### src/rtl/regfile_ram_sequencer_pkg.sv
// Shared types and constants for the register-file spill-RAM sequencer.
// Defines the FSM state encoding and the helper that picks the next RAM step.
package regfile_seq_pkg;

  typedef enum logic [2:0] {
    IDLE = 3'd0,
    RD1  = 3'd1,
    RD2  = 3'd2,
    WR   = 3'd3,
    DONE = 3'd4
  } state_t;

  localparam int          SPILL_BIT       = 4;
  localparam int          DEFAULT_TIMEOUT = 255;
  localparam int          TMR_W           = 8;
  localparam logic [31:0] FILL_WORD       = 32'hFFFF_FFFF;

  // Reads always come before the write, so rd==rs yields the old value.
  function automatic state_t first_needed(input logic need_rd1,
                                          input logic need_rd2,
                                          input logic need_wr);
    if (need_rd1)      return RD1;
    else if (need_rd2) return RD2;
    else if (need_wr)  return WR;
    else               return DONE;
  endfunction

  function automatic logic is_ram_state(input state_t s);
    return (s == RD1) || (s == RD2) || (s == WR);
  endfunction

endpackage

### src/rtl/regfile_ram_sequencer_if.sv
// Spill-RAM bus between the sequencer (master) and the RAM (slave).
// One request outstanding at a time; ram_ack completes it.
interface regfile_ram_sequencer_if #(
  parameter int DW       = 32,
  parameter int SPILL_AW = 4
) ();

  logic                ram_req;
  logic                ram_we;
  logic [SPILL_AW-1:0] ram_addr;
  logic [DW-1:0]       ram_wdata;
  logic                ram_ack;
  logic [DW-1:0]       ram_rdata;

  modport master (
    output ram_req, ram_we, ram_addr, ram_wdata,
    input  ram_ack, ram_rdata
  );

  modport slave (
    input  ram_req, ram_we, ram_addr, ram_wdata,
    output ram_ack, ram_rdata
  );

endinterface

### src/rtl/regfile_seq_timer.sv
// Loadable wait down-counter; expired marks the cycle where TIMEOUT cycles
// have elapsed since the load pulse (load happens on the first state cycle).
module regfile_seq_timer
  import regfile_seq_pkg::*;
#(
  parameter int W = TMR_W
) (
  input  logic         CLK,
  input  logic         RESET,
  input  logic         load,
  input  logic [W-1:0] load_val,
  input  logic         en,
  output logic         expired
);

  logic [W-1:0] cnt;

  always_ff @(posedge CLK or posedge RESET) begin
    if (RESET) begin
      cnt <= '0;
    end else if (load) begin
      cnt <= load_val;
    end else if (en && (cnt != '0)) begin
      cnt <= cnt - 1'b1;
    end
  end

  assign expired = en && !load && (cnt == '0);

endmodule

### src/rtl/regfile_ram_sequencer.sv
// Fetches spilled operands (regs 16..31) from a side RAM and writes spilled
// results back, holding the pipeline until every RAM transaction completes.
//
//   state | meaning
//   IDLE  | ready for a decode request
//   RD1   | reading spilled rs1
//   RD2   | reading spilled rs2 (skipped when rs1==rs2)
//   WR    | writing wr_data to spilled rd
//   DONE  | op1/op2 valid for one cycle
module regfile_ram_sequencer
  import regfile_seq_pkg::*;
#(
  parameter int DW       = 32,
  parameter int SPILL_AW = 4,
  parameter int TIMEOUT  = DEFAULT_TIMEOUT
) (
  input  logic                      CLK,
  input  logic                      RESET,
  input  logic                      prog_mode,
  input  logic                      req_valid,
  output logic                      req_ready,
  input  logic [4:0]                rs1,
  input  logic [4:0]                rs2,
  input  logic [4:0]                rd,
  input  logic                      use_rs1,
  input  logic                      use_rs2,
  input  logic                      wr_en,
  input  logic [DW-1:0]             wr_data,
  output logic [DW-1:0]             op1,
  output logic [DW-1:0]             op2,
  output logic                      op_valid,
  output logic                      stall,
  output logic                      err,
  regfile_ram_sequencer_if.master   ram
);

  localparam logic [TMR_W-1:0] TMR_LOAD = TMR_W'(TIMEOUT - 1);

  state_t              state;
  logic                ram_req_q;
  logic                ram_we_q;
  logic [SPILL_AW-1:0] ram_addr_q;
  logic [DW-1:0]       ram_wdata_q;
  logic [SPILL_AW-1:0] rs2_q;
  logic [SPILL_AW-1:0] rd_q;
  logic                sp2_q;
  logic                need2_q;
  logic                spw_q;
  logic                same_q;
  logic                tmr_load;
  logic                tmr_expired;

  logic   sp1;
  logic   sp2;
  logic   spw;
  logic   same;
  logic   need2;
  state_t acc_next;
  state_t rd1_next;

  assign sp1      = use_rs1 && rs1[SPILL_BIT];
  assign sp2      = use_rs2 && rs2[SPILL_BIT];
  assign spw      = wr_en && (rd != 5'd0) && rd[SPILL_BIT];
  assign same     = sp1 && sp2 && (rs1 == rs2);
  assign need2    = sp2 && !same;
  assign acc_next = first_needed(sp1, need2, spw);
  assign rd1_next = first_needed(1'b0, need2_q, spw_q);

  assign req_ready     = (state == IDLE) && !prog_mode;
  assign ram.ram_req   = ram_req_q;
  assign ram.ram_we    = ram_we_q;
  assign ram.ram_addr  = ram_addr_q;
  assign ram.ram_wdata = ram_wdata_q;

  regfile_seq_timer #(.W(TMR_W)) u_timer (
    .CLK      (CLK),
    .RESET    (RESET),
    .load     (tmr_load),
    .load_val (TMR_LOAD),
    .en       (stall),
    .expired  (tmr_expired)
  );

  always_ff @(posedge CLK or posedge RESET) begin
    if (RESET) begin
      state       <= IDLE;
      ram_req_q   <= 1'b0;
      ram_we_q    <= 1'b0;
      ram_addr_q  <= '0;
      ram_wdata_q <= '0;
      op1         <= '0;
      op2         <= '0;
      op_valid    <= 1'b0;
      stall       <= 1'b0;
      err         <= 1'b0;
      rs2_q       <= '0;
      rd_q        <= '0;
      sp2_q       <= 1'b0;
      need2_q     <= 1'b0;
      spw_q       <= 1'b0;
      same_q      <= 1'b0;
      tmr_load    <= 1'b0;
    end else if (prog_mode) begin
      state     <= IDLE;
      ram_req_q <= 1'b0;
      ram_we_q  <= 1'b0;
      op1       <= '0;
      op2       <= '0;
      op_valid  <= 1'b0;
      stall     <= 1'b0;
      err       <= 1'b0;
      tmr_load  <= 1'b0;
    end else begin
      tmr_load <= 1'b0;
      op_valid <= 1'b0;
      case (state)
        IDLE: begin
          if (req_valid) begin
            rs2_q       <= rs2[SPILL_AW-1:0];
            rd_q        <= rd[SPILL_AW-1:0];
            sp2_q       <= sp2;
            need2_q     <= need2;
            spw_q       <= spw;
            same_q      <= same;
            op1         <= '0;
            op2         <= '0;
            state       <= acc_next;
            ram_req_q   <= is_ram_state(acc_next);
            ram_we_q    <= (acc_next == WR);
            ram_addr_q  <= sp1   ? rs1[SPILL_AW-1:0] :
                           need2 ? rs2[SPILL_AW-1:0] : rd[SPILL_AW-1:0];
            ram_wdata_q <= wr_data;
            stall       <= is_ram_state(acc_next);
            tmr_load    <= is_ram_state(acc_next);
            op_valid    <= (acc_next == DONE);
          end
        end
        RD1: begin
          if (ram.ram_ack) begin
            op1 <= ram.ram_rdata;
            if (same_q) op2 <= ram.ram_rdata;
            state      <= rd1_next;
            ram_req_q  <= is_ram_state(rd1_next);
            ram_we_q   <= (rd1_next == WR);
            ram_addr_q <= need2_q ? rs2_q : rd_q;
            stall      <= is_ram_state(rd1_next);
            tmr_load   <= is_ram_state(rd1_next);
            op_valid   <= (rd1_next == DONE);
          end else if (tmr_expired) begin
            op1 <= DW'(FILL_WORD);
            if (sp2_q) op2 <= DW'(FILL_WORD);
            err       <= 1'b1;
            state     <= DONE;
            ram_req_q <= 1'b0;
            ram_we_q  <= 1'b0;
            stall     <= 1'b0;
            op_valid  <= 1'b1;
          end
        end
        RD2: begin
          if (ram.ram_ack) begin
            op2        <= ram.ram_rdata;
            state      <= spw_q ? WR : DONE;
            ram_req_q  <= spw_q;
            ram_we_q   <= spw_q;
            ram_addr_q <= rd_q;
            stall      <= spw_q;
            tmr_load   <= spw_q;
            op_valid   <= !spw_q;
          end else if (tmr_expired) begin
            op2       <= DW'(FILL_WORD);
            err       <= 1'b1;
            state     <= DONE;
            ram_req_q <= 1'b0;
            stall     <= 1'b0;
            op_valid  <= 1'b1;
          end
        end
        WR: begin
          if (ram.ram_ack || tmr_expired) begin
            if (!ram.ram_ack) err <= 1'b1;
            state     <= DONE;
            ram_req_q <= 1'b0;
            ram_we_q  <= 1'b0;
            stall     <= 1'b0;
            op_valid  <= 1'b1;
          end
        end
        DONE: begin
          state <= IDLE;
        end
        default: begin
          state     <= IDLE;
          ram_req_q <= 1'b0;
          ram_we_q  <= 1'b0;
          stall     <= 1'b0;
        end
      endcase
    end
  end

endmodule

### src/flat_wrapper.sv
// flat-port wrapper written by rule: the top's interface ports become plain ports
module regfile_ram_sequencer_flat import regfile_seq_pkg::*;
#(
  parameter int DW       = 32,
  parameter int SPILL_AW = 4,
  parameter int TIMEOUT  = DEFAULT_TIMEOUT
)
  (CLK, RESET, prog_mode, req_valid, req_ready, rs1, rs2, rd, use_rs1, use_rs2, wr_en, wr_data, op1, op2, op_valid, stall, err, ram_ram_req, ram_ram_we, ram_ram_addr, ram_ram_wdata, ram_ram_ack, ram_ram_rdata);
  regfile_ram_sequencer_if #(.DW(DW), .SPILL_AW(SPILL_AW)) ram_i ();
  input  logic CLK;
  input  logic RESET;
  input  logic prog_mode;
  input  logic req_valid;
  output logic req_ready;
  input  logic [4:0] rs1;
  input  logic [4:0] rs2;
  input  logic [4:0] rd;
  input  logic use_rs1;
  input  logic use_rs2;
  input  logic wr_en;
  input  logic [DW-1:0] wr_data;
  output logic [DW-1:0] op1;
  output logic [DW-1:0] op2;
  output logic op_valid;
  output logic stall;
  output logic err;
  output wire logic [$bits(ram_i.ram_req)-1:0] ram_ram_req;
  output wire logic [$bits(ram_i.ram_we)-1:0] ram_ram_we;
  output wire logic [$bits(ram_i.ram_addr)-1:0] ram_ram_addr;
  output wire logic [$bits(ram_i.ram_wdata)-1:0] ram_ram_wdata;
  input wire logic [$bits(ram_i.ram_ack)-1:0] ram_ram_ack;
  input wire logic [$bits(ram_i.ram_rdata)-1:0] ram_ram_rdata;
  assign ram_ram_req = ram_i.ram_req;
  assign ram_ram_we = ram_i.ram_we;
  assign ram_ram_addr = ram_i.ram_addr;
  assign ram_ram_wdata = ram_i.ram_wdata;
  assign ram_i.ram_ack = ram_ram_ack;
  assign ram_i.ram_rdata = ram_ram_rdata;
  regfile_ram_sequencer #(.DW(DW), .SPILL_AW(SPILL_AW), .TIMEOUT(TIMEOUT)) u_core (.CLK(CLK), .RESET(RESET), .prog_mode(prog_mode), .req_valid(req_valid), .req_ready(req_ready), .rs1(rs1), .rs2(rs2), .rd(rd), .use_rs1(use_rs1), .use_rs2(use_rs2), .wr_en(wr_en), .wr_data(wr_data), .op1(op1), .op2(op2), .op_valid(op_valid), .stall(stall), .err(err), .ram(ram_i));
endmodule
### config.mk
export PLATFORM = sky130hd
export DESIGN_NAME = regfile_ram_sequencer_flat
export DESIGN_NICKNAME = d
export VERILOG_FILES = /design/src/rtl/regfile_ram_sequencer_pkg.sv /design/src/rtl/regfile_ram_sequencer_if.sv /design/src/rtl/regfile_seq_timer.sv /design/src/rtl/regfile_ram_sequencer.sv /design/src/flat_wrapper.sv
export SDC_FILE = /design/constraint.sdc
export NUM_CORES = 1
export LEC_CHECK = 0
export CORE_MARGIN = 5
export CORE_UTILIZATION = 25
export DETAILED_ROUTE_END_ITERATION = 6
export PLACE_DENSITY = 0.57
export SYNTH_ARGS = -nofsm -noshare
export SYNTH_HDL_FRONTEND = slang
export SYNTH_SLANG_ARGS = --single-unit
### constraint.sdc
create_clock -name CLK -period 7.4 [get_ports CLK]
set_clock_uncertainty 0.2 [all_clocks]
set_input_delay 0.74 -clock CLK [delete_from_list [all_inputs] [get_ports CLK]]
set_output_delay 0.74 -clock CLK [all_outputs]
set_load 0.03 [all_outputs]
Word-level counts from Yosys, hierarchy flattened

Index checks and enable logic that the tools add are counted.

Add/subtract/negate cells: 1
$mul: 0
Divide/modulo/power cells: 0
Order comparisons: 0
Eq/ne operators: 27
Shifts and indexed selects: 0
Muxes and demuxes: 68
Bitwise operators: 1
Reductions and logical operators: 38

Operator list:

| operator                                                                 | count |
|---|---|
| 32-bit 2-to-1 mux                                                        | 9 |
| 32-bit case mux with 3 select lines                                      | 1 |
| 32-bit case mux with 2 select lines                                      | 1 |
| 3-bit 2-to-1 mux                                                         | 11 |
| 1-bit 2-to-1 mux                                                         | 30 |
| 4-bit 2-to-1 mux                                                         | 6 |
| 3-bit by 2-bit equality test with 1-bit output (second input constant)   | 6 |
| 8-bit 2-to-1 mux                                                         | 2 |
| 4-bit by 3-bit inequality test with 1-bit output (second input constant) | 4 |
| 1-bit case mux with 5 select lines                                       | 3 |
| 5-bit AND reduction                                                      | 3 |
| 3-bit inequality test (second input constant)                            | 4 |
| 3-bit case mux with 4 select lines                                       | 1 |
| 4-bit case mux with 3 select lines                                       | 1 |
| 1-bit logical AND                                                        | 11 |
| 3-bit by 1-bit equality test with 1-bit output (second input constant)   | 3 |
| 3-bit equality test (second input constant)                              | 3 |
| 3-bit AND reduction                                                      | 3 |
| 3-bit nonzero test                                                       | 3 |
| 8-bit zero test                                                          | 1 |
| 2-bit inequality test (second input constant)                            | 4 |
| 8-bit nonzero test                                                       | 1 |
| 8-bit by 1-bit subtractor with 8-bit output (second input constant)      | 1 |
| 6-bit AND reduction                                                      | 1 |
| 15 further kinds                                                         | 22 |

Flip-flop bits (word level): 129
Latch bits: 0
Bits in writable memories: 0
ROM bits: 0
Input port bits: 87
Output and inout bits: 106
Word-level logic and storage cells: 153
Memories: 0

Longest topological paths before layout

Depth in word-level cells: 13
Gate-level depth with buffers: 9
Mapped depth without buffers: 7

Cells and area by module

Synthesis repeated with hierarchy kept, for this count alone.

Cell total of the unflattened synthesis: 549
Area, all modules: 6218.5 um^2

By module, submodules not included:

| module                | instances | cells each | area each (um^2) | sequential area each (um^2) |
|---|---|---|---|---|
| regfile_ram_sequencer | 1         | 490        | 5659.2           | 3027.9 |
| regfile_seq_timer     | 1         | 59         | 559.3            | 200.2 |

Least setup slack after synthesis

No wires, ideal clock.

Kind: input to register
Start: in prog_mode
End: reg u_core.ram_wdata_q[0], in the netlist u_core.ram.ram_wdata[0]
Library setup time: 125 ps
Data arrival time: 2944 ps
Data required time: 7075 ps
Slack: 4131 ps
Stages: 6
Buffers on the path: 3
Path through: clkbuf_1 > nor4_1 > nand2_1 > clkbuf_1 > clkbuf_1 > mux2_2

Cells in the longest elaborated chain, start to end: 2

RTL lines:

| element                              | RTL line                     | RTL |
|---|---|---|
| start: declaration                   | flat_wrapper.sv:12           | `input logic prog_mode;` |
| 1-bit NOT (no source line)           | n/a                          |  |
| 3-bit AND reduction (no source line) | n/a                          |  |
| end signal: assignment               | regfile_ram_sequencer.sv:132 | `ram_wdata_q <= wr_data;` |
| end: declaration                     | regfile_ram_sequencer.sv:43  | `logic [DW-1:0] ram_wdata_q;` |

No other way between the ends.
A chain may end at the register's enable or synchronous reset.

Worst setup path in the final report

Start: in prog_mode
End: out req_ready

Cells in the longest elaborated chain, start to end: 2

RTL lines:

| element           | RTL line                    | RTL |
|---|---|---|
| 1-bit zero test   | regfile_ram_sequencer.sv:69 | `assign req_ready = (state == IDLE) && !prog_mode;` |
| 1-bit logical AND | regfile_ram_sequencer.sv:69 |  |
| end: declaration  | flat_wrapper.sv:14          | `output logic req_ready;` |

No other way between the ends.

==> results.md <==
* Remaining antenna violation count at 0
* Worst hold path class: reg2reg
* Worst path required time at 6.46 ns
* Drt drc at 0
* Net count, final at 760
* Fill cells at 2366
* Tmin final at 3.56 ns
* Yosys cell types at 59
* IO buf count at 192
* Yosys top cell area share at 0.551
* Die Wd at 163 µm
* Setup CP Type: in2out
* DP Worst Slack at 3.81 ns
* Multi-input gate area at 0.00244 mm²
* R2R setup slack at 4.00 ns
* Clk pin slew, worst setup/hold paths at 0.06 ns
* Initial antenna violation count at 1
* Synthesized area at 0.00585 mm²
* Max clock buf depth at 2
* Register area share after synthesis at 0.551
* Startpoint types: input port
* Final setup TNS at 0 ns
* Cell family with most CP delay: buffers and inverters
* Dpl hpwl at 11.1 mm
* Status: finished clean
* CTS Buf Count at 17
* Routed vias/inst at 4.47
* Clock sink count at 129
* DR WL/cell at 16.5 µm
* Die ar. at 0.0266 mm²
* Post-synth EDFFs at 0
* Pre-antenna DRT Iters at 4
* Main synth FF type: dfrtp_1
* Hold_ws at 0.277 ns
* Worst-skew pair later-pin latency at 0.41 ns
* TritonCTS clock tree: yes
* Synthesized flop and latch total at 129
* Max rail drop VDD at 0.147 mV
* Die Y at 163 µm
* Vias at 4478
* Crit path cell chain: clkdlybuf4s50_1 > nor4_1 > clkdlybuf4s50_1
* Min setup slack post-route at 3.84 ns
* Final period util at 0.482
* Vias in the first global route at 4676
* GRT overflow at 0
* Final antenna diode count at 0
* Crit end category: output pin
* Syn_nets at 578
* HP Start: u_core.same_q
* RSZ-0062 raised after global routing: false
* Top Ports at 193
* CP Data Arrival Time at 2.62 ns
* GRT Total Usage at 0.126
* Final hold violations at 0
* RR Endpoint: u_core.op1[9]
* GPL Wtd Cong at 0.739
* Max_slew headroom at 0.268
* CTS Root Buffer Type: clkbuf_16
* # rows at 56
* Metal2 WL at 7.60 mm
* Initial DRC count at 224
* CORE AREA at 0.0233 mm²
* Area growth syn-to-layout at 47.6%
* Slew Limit Fails at 0
* Cell Pwr Density at 277 mW/mm²
* Dominant cells by area after synthesis: dfrtp_1, o2bb2ai_2, mux2_2
* CTS H-tree lvls at 4
* Synth cell count leaders: dfrtp_1, nand2_1, mux2_2, nor2b_1, o21ai_1
* Ys Warns at 0
* Crit path max fanout at 9
* CP bufs+invs at 2
* Syn Area/Cell at 12.0 µm²
* F_max at 281 MHz
* Hold Path Sink: u_core.same_q
* Max Cap Viol at 0
* Biggest area consumer among synthesized cells: dfrtp_1
* Worst path slowest cell: clkdlybuf4s50_1
* Cells after synthesis at 489
* Crit-path most repeated cell: clkdlybuf4s50_1
* Setup violators final at 0
* Met3 WL at 1.46 mm
* Largest net degree at the start of global routing at 70
* Post-cts resize count at 0
* Reg2reg start: u_core.u_timer.cnt[0]
* Hold buffer count at cts at 0
* Register area at 0.00323 mm²
* Post-CTS setup repair buffer count at 0
* Layout cell share with drive strength beyond 1 at 0.170
* Worst-case reg-to-reg path depth at 7
* Met1 wire length at 7.31 mm
* Async set-reset flop share out of synthesis at 1.00
* Top routing layer used: met5
* CP max stage delay at 0.77 ns
* Count leader, synth: dfrtp_1
* Least-Margin Pin Slew at 1.09 ns
* WHS Path Cells at 2
* Initial Util at 0.252
* WL final at 16.5 mm
* Leak Pwr at 3.47 nW
* First-pass GRT wire length at 26.4 mm
## sequential cells by signal (all words and copies together), names as in the netlist
register	cells
u_core.rd_q	4
u_core.ram.ram_wdata	32
u_core.err	1
u_core.op1	32
u_core.op2	32
u_core.ram.ram_addr	4
u_core.stall	1
u_core.sp2_q	1
u_core.op_valid	1
u_core.need2_q	1
u_core.u_timer.cnt	8
u_core.rs2_q	4
u_core.state	3
u_core.spw_q	1
u_core.same_q	1
u_core.tmr_load	1
u_core.ram.ram_we	1
u_core.ram.ram_req	1
## layer usage
metal,vias up,GRT usage
li1,2114,-
met1,2198,0.167
met2,154,0.190
met3,10,0.0570
met4,2,0.0309
met5,-,0
## power breakdown
part / total (mW) / internal [mW] / leakage [nW] / switching (mW)
clock: 0.871 / 0.534 / 0.287 / 0.338
combinational: 0.636 / 0.291 / 1.53 / 0.345
sequential: 0.886 / 0.812 / 1.66 / 0.0741
total: 2.39 / 1.64 / 3.47 / 0.757
## cell usage in the layout, fill, tap and decap left out, types with 11 or more instances in the layout
| cell | instances |
|---|---|
| o2bb2ai_2 | 30 |
| nor2b_1 | 35 |
| nor2_1 | 20 |
| clkbuf_16 | 17 |
| o21ai_1 | 32 |
| nand2_1 | 47 |
| dfrtp_1 | 129 |
| mux2_2 | 38 |
| o21ai_0 | 11 |
| clkdlybuf4s50_1 | 192 |
## cell type report
cell class | count | share of cell area
flip-flops and latches | 129 | 0.373
multi-input cells | 322 | 0.282
repair buffers | 196 | 0.226
clock buffers | 17 | 0.0492
well taps | 319 | 0.0462
clock inverters | 14 | 0.0207
inverters | 5 | 0.00246
## per-stage QoR
step                area [µm²]  instances  power, mW   util
floorplan                 5850        489       1.27      -
global placement          8040        971       1.54  0.346
detailed placement        8040        971       1.54  0.346
CTS                       8640       1002       2.44  0.372
global route              8640       1002       2.53  0.372
finish                    8640       1002       2.39  0.372
## kinds of logic after synthesis
kind of cell / Yosys count / synth area share
buffers and inverters: 38 / 0.0338
flip-flops: 129 / 0.551
adder cells (fa/ha/maj): 2 / 0.00427
AO/OA/AOI/OAI: 119 / 0.177
AND/OR/NAND/NOR: 144 / 0.129
multiplexers: 48 / 0.0919
XOR/XNOR: 9 / 0.0135
## worst max-delay path by stage
| stage | start | endpoint | slack (ns) | depth (start not counted) |
|---|---|---|---|---|
| floorplan | RESET | u_core.err | 3.02 | 1 |
| global placement | prog_mode | req_ready | 3.81 | 3 |
| detailed placement | prog_mode | req_ready | 3.81 | 3 |
| CTS | prog_mode | req_ready | 3.82 | 3 |
| global route | prog_mode | req_ready | 3.74 | 3 |
| finish | prog_mode | req_ready | 3.84 | 3 |
## tightest hold or removal path, cell delays in order (launching register included)
cell and delay [ns]:
dfrtp_1 0.34, nand2_1 0.05, o31ai_1 0.05
(Power assumes the default switching activity.)
